$ cat src/rtl/hazard_pkg.sv
// Shared definitions for the pipeline hazard controller: FSM encoding and widths.
package hazard_pkg;

   localparam int unsigned REG_IDX_W = 5;
   localparam int unsigned CNT_W     = 32;
   localparam int unsigned WAIT_W    = 8;

   typedef logic [1:0] hazard_state_t;

   localparam hazard_state_t RUN      = 2'd0;
   localparam hazard_state_t MEM_WAIT = 2'd1;
   localparam hazard_state_t ERROR    = 2'd2;

endpackage

$ cat src/rtl/hazard_perf_counter.sv
// Saturating event counter with synchronous clear, used for hazard statistics.
module hazard_perf_counter
   import hazard_pkg::*;
#(
   parameter int unsigned W = CNT_W
) (
   input  logic         clk,
   input  logic         clr,
   input  logic         inc,
   output logic [W-1:0] cnt
);

   logic [W-1:0] cnt_q;
   logic [W-1:0] cnt_d;

   always_comb begin
      cnt_d = cnt_q;
      if (inc && (cnt_q != '1)) begin
         cnt_d = cnt_q + 1'b1;
      end
   end

   always_ff @(posedge clk) begin
      if (clr) begin
         cnt_q <= '0;
      end else begin
         cnt_q <= cnt_d;
      end
   end

   assign cnt = cnt_q;

endmodule

$ cat src/rtl/hazard_detection_unit.sv
// Load-use / memory-wait / redirect hazard controller with data-memory watchdog.
// Optional performance counters are built when HAZARD_PERF_CNT_EN is defined.
module hazard_detection_unit
   import hazard_pkg::*;
#(
   parameter int unsigned MEM_TIMEOUT = 255
) (
   input  logic                 clk,
   input  logic                 reset,
   input  logic [REG_IDX_W-1:0] ID_rs1,
   input  logic [REG_IDX_W-1:0] ID_rs2,
   input  logic                 ID_use_rs1,
   input  logic                 ID_use_rs2,
   input  logic [REG_IDX_W-1:0] ID_EX_rd,
   input  logic                 ID_EX_mem_read,
   input  logic                 EX_redirect,
   input  logic                 EX_MEM_mem_req,
   input  logic                 dmem_ready,
   output logic                 pc_write,
   output logic                 IF_ID_write,
   output logic                 ID_EX_write,
   output logic                 EX_MEM_write,
   output logic                 ID_EX_bubble,
   output logic                 MEM_WB_bubble,
   output logic                 IF_ID_flush,
   output logic                 ID_EX_flush,
   output logic                 mem_timeout,
   output logic [1:0]           state
`ifdef HAZARD_PERF_CNT_EN
  ,output logic [CNT_W-1:0]     load_use_cnt,
   output logic [CNT_W-1:0]     mem_wait_cnt,
   output logic [CNT_W-1:0]     flush_cnt
`endif
);

   localparam logic [WAIT_W-1:0] TIMEOUT_V = WAIT_W'(MEM_TIMEOUT);

   hazard_state_t     state_q, state_d;
   logic [WAIT_W-1:0] wait_cnt_q, wait_cnt_d;
   logic              mem_timeout_q, mem_timeout_d;

   logic load_use;
   logic freeze_req;
   logic freeze_act;

   always_comb begin
      load_use = ID_EX_mem_read && (ID_EX_rd != '0) &&
                 ((ID_use_rs1 && (ID_rs1 == ID_EX_rd)) ||
                  (ID_use_rs2 && (ID_rs2 == ID_EX_rd)));
      freeze_req = EX_MEM_mem_req && !dmem_ready;

      // Once waiting, the freeze lasts until dmem_ready; ERROR freezes forever.
      unique case (state_q)
         MEM_WAIT: freeze_act = !dmem_ready;
         ERROR:    freeze_act = 1'b1;
         default:  freeze_act = freeze_req;
      endcase
   end

   always_comb begin
      state_d       = state_q;
      wait_cnt_d    = wait_cnt_q;
      mem_timeout_d = mem_timeout_q;
      unique case (state_q)
         RUN: begin
            if (freeze_req) begin
               state_d    = MEM_WAIT;
               wait_cnt_d = '0;
            end
         end
         MEM_WAIT: begin
            if (dmem_ready) begin
               state_d = RUN;
            end else begin
               wait_cnt_d = wait_cnt_q + 1'b1;
               if (wait_cnt_d >= TIMEOUT_V) begin
                  state_d       = ERROR;
                  mem_timeout_d = 1'b1;
               end
            end
         end
         ERROR:   state_d = ERROR;
         default: state_d = RUN;
      endcase
   end

   always_comb begin
      pc_write      = 1'b1;
      IF_ID_write   = 1'b1;
      ID_EX_write   = 1'b1;
      EX_MEM_write  = 1'b1;
      ID_EX_bubble  = 1'b0;
      MEM_WB_bubble = 1'b0;
      IF_ID_flush   = 1'b0;
      ID_EX_flush   = 1'b0;
      if (freeze_act) begin
         pc_write      = 1'b0;
         IF_ID_write   = 1'b0;
         ID_EX_write   = 1'b0;
         EX_MEM_write  = 1'b0;
         MEM_WB_bubble = 1'b1;
      end else if (EX_redirect) begin
         IF_ID_flush = 1'b1;
         ID_EX_flush = 1'b1;
      end else if (load_use) begin
         pc_write     = 1'b0;
         IF_ID_write  = 1'b0;
         ID_EX_bubble = 1'b1;
      end
   end

   always_ff @(posedge clk) begin
      if (!reset) begin
         state_q       <= RUN;
         wait_cnt_q    <= '0;
         mem_timeout_q <= 1'b0;
      end else begin
         state_q       <= state_d;
         wait_cnt_q    <= wait_cnt_d;
         mem_timeout_q <= mem_timeout_d;
      end
   end

   assign state       = state_q;
   assign mem_timeout = mem_timeout_q;

`ifdef HAZARD_PERF_CNT_EN
   logic lu_inc, mw_inc, fl_inc;
   assign lu_inc = !freeze_act && !EX_redirect && load_use;
   assign mw_inc = freeze_act;
   assign fl_inc = !freeze_act && EX_redirect;

   hazard_perf_counter #(.W(CNT_W)) u_load_use_cnt (
      .clk(clk), .clr(!reset), .inc(lu_inc), .cnt(load_use_cnt)
   );
   hazard_perf_counter #(.W(CNT_W)) u_mem_wait_cnt (
      .clk(clk), .clr(!reset), .inc(mw_inc), .cnt(mem_wait_cnt)
   );
   hazard_perf_counter #(.W(CNT_W)) u_flush_cnt (
      .clk(clk), .clr(!reset), .inc(fl_inc), .cnt(flush_cnt)
   );
`endif

endmodule

$ cat config.mk
export PLATFORM = sky130hd
export DESIGN_NAME = hazard_detection_unit
export DESIGN_NICKNAME = d
export VERILOG_FILES = /design/src/rtl/hazard_pkg.sv /design/src/rtl/hazard_perf_counter.sv /design/src/rtl/hazard_detection_unit.sv
export SDC_FILE = /design/constraint.sdc
export NUM_CORES = 1
export LEC_CHECK = 0
export CAP_MARGIN = 40
export CORE_MARGIN = 2
export CORE_UTILIZATION = 44
export CTS_CLUSTER_DIAMETER = 30
export CTS_CLUSTER_SIZE = 10
export DETAILED_ROUTE_END_ITERATION = 10
export PLACE_DENSITY = 0.78
export SYNTH_ARGS = -nofsm -noshare
export SYNTH_HDL_FRONTEND = slang
export SYNTH_SLANG_ARGS = --single-unit
$ cat constraint.sdc
create_clock -name clk -period 2.5 [get_ports clk]
set_input_delay 0.25 -clock clk [delete_from_list [all_inputs] [get_ports clk]]
set_output_delay 0.25 -clock clk [all_outputs]
set_load 0.02 [all_outputs]
==> impl_metrics.yaml <==
placement:
  post_detail_place_hpwl_um: 1770
  place.port_buffers: 33
  finalWeightedCongestion: 0.793
detailed_routing:
  drt.antenna.violating_nets: 0
  drt-wirelength-per-cell_um: 12.5
  drt-initial-drc-count: 20
  route.detailed.vias_per_inst: 5.23
  vias: 925
  drt-pass1-iter-count: 4
  drt_drc_violations_left: 0
  postRouteWirelength_um: 2210
finish:
  final_layout_net_count: 180
  multi_input_area_um2: 651
  insertedDiodeCount: 0
  register_area_um2: 220
  area_growth_syn_to_layout_pct: 39.7
  fraction_of_final_layout_cells_with_drive_strength_greater_than_1_pct: 5.33
  layout.filler_cells: 192
power:
  total_power_mw: 0.516
  comb_power_share_pct: 39.6
  leakage_nw: 0.524
  ir_worst_vdd_uv: 445
  p_seq_share_pct: 37.0
  power_frac_clock_pct: 23.4
  p_per_area_mw_per_mm2: 401
  net_sw_share_pct: 33.5
  net-switching-power_mw: 0.173
  cellInternalPower_mw: 0.343
clock_tree:
  tritoncts: "done"
  number_of_hold_buffers_added_after_cts: 0
  clock_path_buffers: 2
  cts-root-buf: "sky130_fd_sc_hd__clkbuf_4"
  cts-buffers-inserted: 3
  clock-sinks: 11
  clock_insertion_delay_worst_skew_ns: 0.27
  cts.clk_slew.worst_paths_ns: 0.06
  number_of_h_tree_branching_levels: 1
global_route:
  grt_first_pass_wirelength_um: 3800
  grt_max_degree: 13
  via_count_of_the_first_global_routing_pass: 916
  grt_usage_pct: 19.6
  initial_antenna_violation_count: 0
  overflow: 0
min_path:
  hp-class: "reg2reg"
floorplanning:
  die_y_um: 49.8
  initial_core_util_pct: 46.9
  fp.dieArea_mm2: 0.00248
  die_w_um: 49.8
  pin_count: 34
  rows: 16
  coreArea_mm2: 0.00196
worst_setup_path:
  cp_max_fo: 3
  worstSetupPathType: "in2out"
  regToRegSetupSlack_ns: 0.17
  path_cells: "clkdlybuf4s50_1 -> xor2_1 -> nor4_1 -> and3_1 -> a31oi_1 -> nor4b_2 -> nor2_1 -> dlygate4sd2_1"
  cell_type_group_with_the_largest_total_delay_on_the_critical_path: "simple AND/OR/NAND/NOR gates"
  worst-endpoint-required_ns: 2.25
  timing.critical_path.slowest_stage_cell: "sky130_fd_sc_hd__clkdlybuf4s50_1"
  timing.critical_path.arrival_ns: 2.15
  critPathMaxStageDelay_ns: 0.46
  timing.critical_path.from_type: "input port"
  worst_setup_end_kind: "output pin"
  timing.critical_path.buf_inv: 2
timing:
  timing_worst_slew_pin_value_ns: 0.471
  final_max_slew_viol_count: 0
  timing.slew.headroom_pct: 68.6
  setup_violations: 0
  timing.clock.skew_ns: 0.00835
  timing.final.hold_violations: 0
  fmax_mhz: 416
  timing.final.crit_period_ns: 2.40
  grt_setup_unrepaired: "no"
  final.period_utilization_pct: 96.1
  fin_hold_ws_ns: 0.483
yosys:
  synth_nets: 146
  ys_warn_count: 0
  synth_sequential_area_ratio_pct: 23.9
  synth_edf_count: 0
  synthArstFlopShare_pct: 0
  syn_area_um2: 921
  netlist_instances: 117
  ys_types: 36
  avgSynthCellArea_um2: 7.87
  synthFlopType: "sky130_fd_sc_hd__dfxtp_1"
  synth_seq_cells: 11
run:
  maxCapViolations: 0
run_status:
  status: "completed"
[state kept, by name, summed over array words and instances, names as in the netlist]
register and cells:
wait_cnt_q 8, state 2, mem_timeout 1
[cell families (layout without fill, tap and decap cells)]
kind of cell             Yosys count  after routing  synth area share (%)
flip-flops                        11             11                  23.9
multiplexers                       3              3                  3.26
buffers and inverters             11             44                  6.11
adder cells (fa/ha/maj)            6              6                  8.15
XOR/XNOR                          12             12                  11.4
AND/OR/NAND/NOR                   47             47                  27.0
AO/OA/AOI/OAI                     27             27                  20.1
[per-layer routing]
layer	GRT usage, %	routed length (µm)	part of all wire, %
met3	6.97	97	4.4
met5	0	0	0
met4	6.94	19	0.86
met2	34.2	1100	50
met1	21.9	989	45
[cell usage in the layout, fill, tap and decap left out, types with 2 or more instances in the layout]
cell and n:
sky130_fd_sc_hd__dlymetal6s2s_1 2, sky130_fd_sc_hd__nor3_1 3, sky130_fd_sc_hd__dfxtp_1 11, sky130_fd_sc_hd__a22oi_1 2, sky130_fd_sc_hd__nor2b_1 6, sky130_fd_sc_hd__or4_1 2
sky130_fd_sc_hd__ha_1 6, sky130_fd_sc_hd__nand2_1 10, sky130_fd_sc_hd__inv_1 6, sky130_fd_sc_hd__a21boi_0 3, sky130_fd_sc_hd__mux2i_1 3, sky130_fd_sc_hd__nand4_1 2
sky130_fd_sc_hd__nor4_1 2, sky130_fd_sc_hd__nand3_1 4, sky130_fd_sc_hd__dlygate4sd2_1 4, sky130_fd_sc_hd__xnor2_1 2, sky130_fd_sc_hd__clkbuf_4 3, sky130_fd_sc_hd__a21oi_1 3
sky130_fd_sc_hd__nor2_1 8, sky130_fd_sc_hd__o211a_1 2, sky130_fd_sc_hd__o21a_1 3, sky130_fd_sc_hd__and2_1 3, sky130_fd_sc_hd__o21ai_0 7, sky130_fd_sc_hd__clkdlybuf4s50_1 26
sky130_fd_sc_hd__xor2_1 10
[power groups by stage]
stage / registers, mW / logic (mW) / clock network (mW)
after floorplan: 0.198 / 0.116 / 0
after global placement: 0.194 / 0.207 / 0
after detailed placement: 0.195 / 0.209 / 0
after CTS: 0.191 / 0.205 / 0.127
after global routing: 0.192 / 0.221 / 0.132
final: 0.191 / 0.204 / 0.121
[worst reg2reg max path, stage by stage (launching register included)]
cell,delay [ns]
sky130_fd_sc_hd__dfxtp_1,0.39
sky130_fd_sc_hd__ha_1,0.31
sky130_fd_sc_hd__or4_1,0.52
sky130_fd_sc_hd__a32oi_1,0.26
sky130_fd_sc_hd__nand4_1,0.19
sky130_fd_sc_hd__a21bo_1,0.26
sky130_fd_sc_hd__o311a_1,0.29
[synthesized netlist by cell type (4+ instances only)]
master | number | area share, %
sky130_fd_sc_hd__nand2_1 | 10 | 4.1
sky130_fd_sc_hd__xor2_1 | 10 | 9.5
sky130_fd_sc_hd__nand3_1 | 4 | 2.2
sky130_fd_sc_hd__o21ai_0 | 8 | 4.3
sky130_fd_sc_hd__dfxtp_1 | 11 | 24
sky130_fd_sc_hd__nor2_1 | 8 | 3.3
sky130_fd_sc_hd__buf_4 | 4 | 3.3
sky130_fd_sc_hd__ha_1 | 6 | 8.2
sky130_fd_sc_hd__inv_1 | 6 | 2.4
sky130_fd_sc_hd__nor2b_1 | 6 | 4.1
[repair_timing]
item,in CTS,in global routing
resized for setup,6,4
buffers inserted,0,0
endpoints found under the setup margin,5,3
[metrics by stage]
step           setup slack, ns  TNS, ns  area [µm²]  utilization [%]  instances
6_report                0.0968        0        1290             65.6        177
5_1_grt                0.00359        0        1290             65.6        177
4_1_cts                 0.0425        0        1280             65.5        177
3_5_place_dp            -0.319   -0.746        1260             64.2        173
3_3_place_gp            -0.215   -0.386        1260             64.2        173
2_1_floorplan           0.0913        0         921                -        117
[final cells by class]
cell class,instances,area share (%)
Timing Repair Buffer,34,25.9
Clock buffer,4,2.04
Inverter,6,1.75
Sequential cell,11,17.1
Tap cell,27,2.63
Multi-Input combinational cell,95,50.6
[worst paths after layout]
| kind | cells after the start | end | startpoint |
|---|---|---|---|
| min | 1 | mem_timeout | mem_timeout |
| min reg2reg | 1 | mem_timeout | mem_timeout |
| max | 8 | pc_write | ID_EX_rd[1] |
| max reg2reg | 6 | state[1] | wait_cnt_q[0] |
Note: power is estimated with default switching activity, not from simulation.
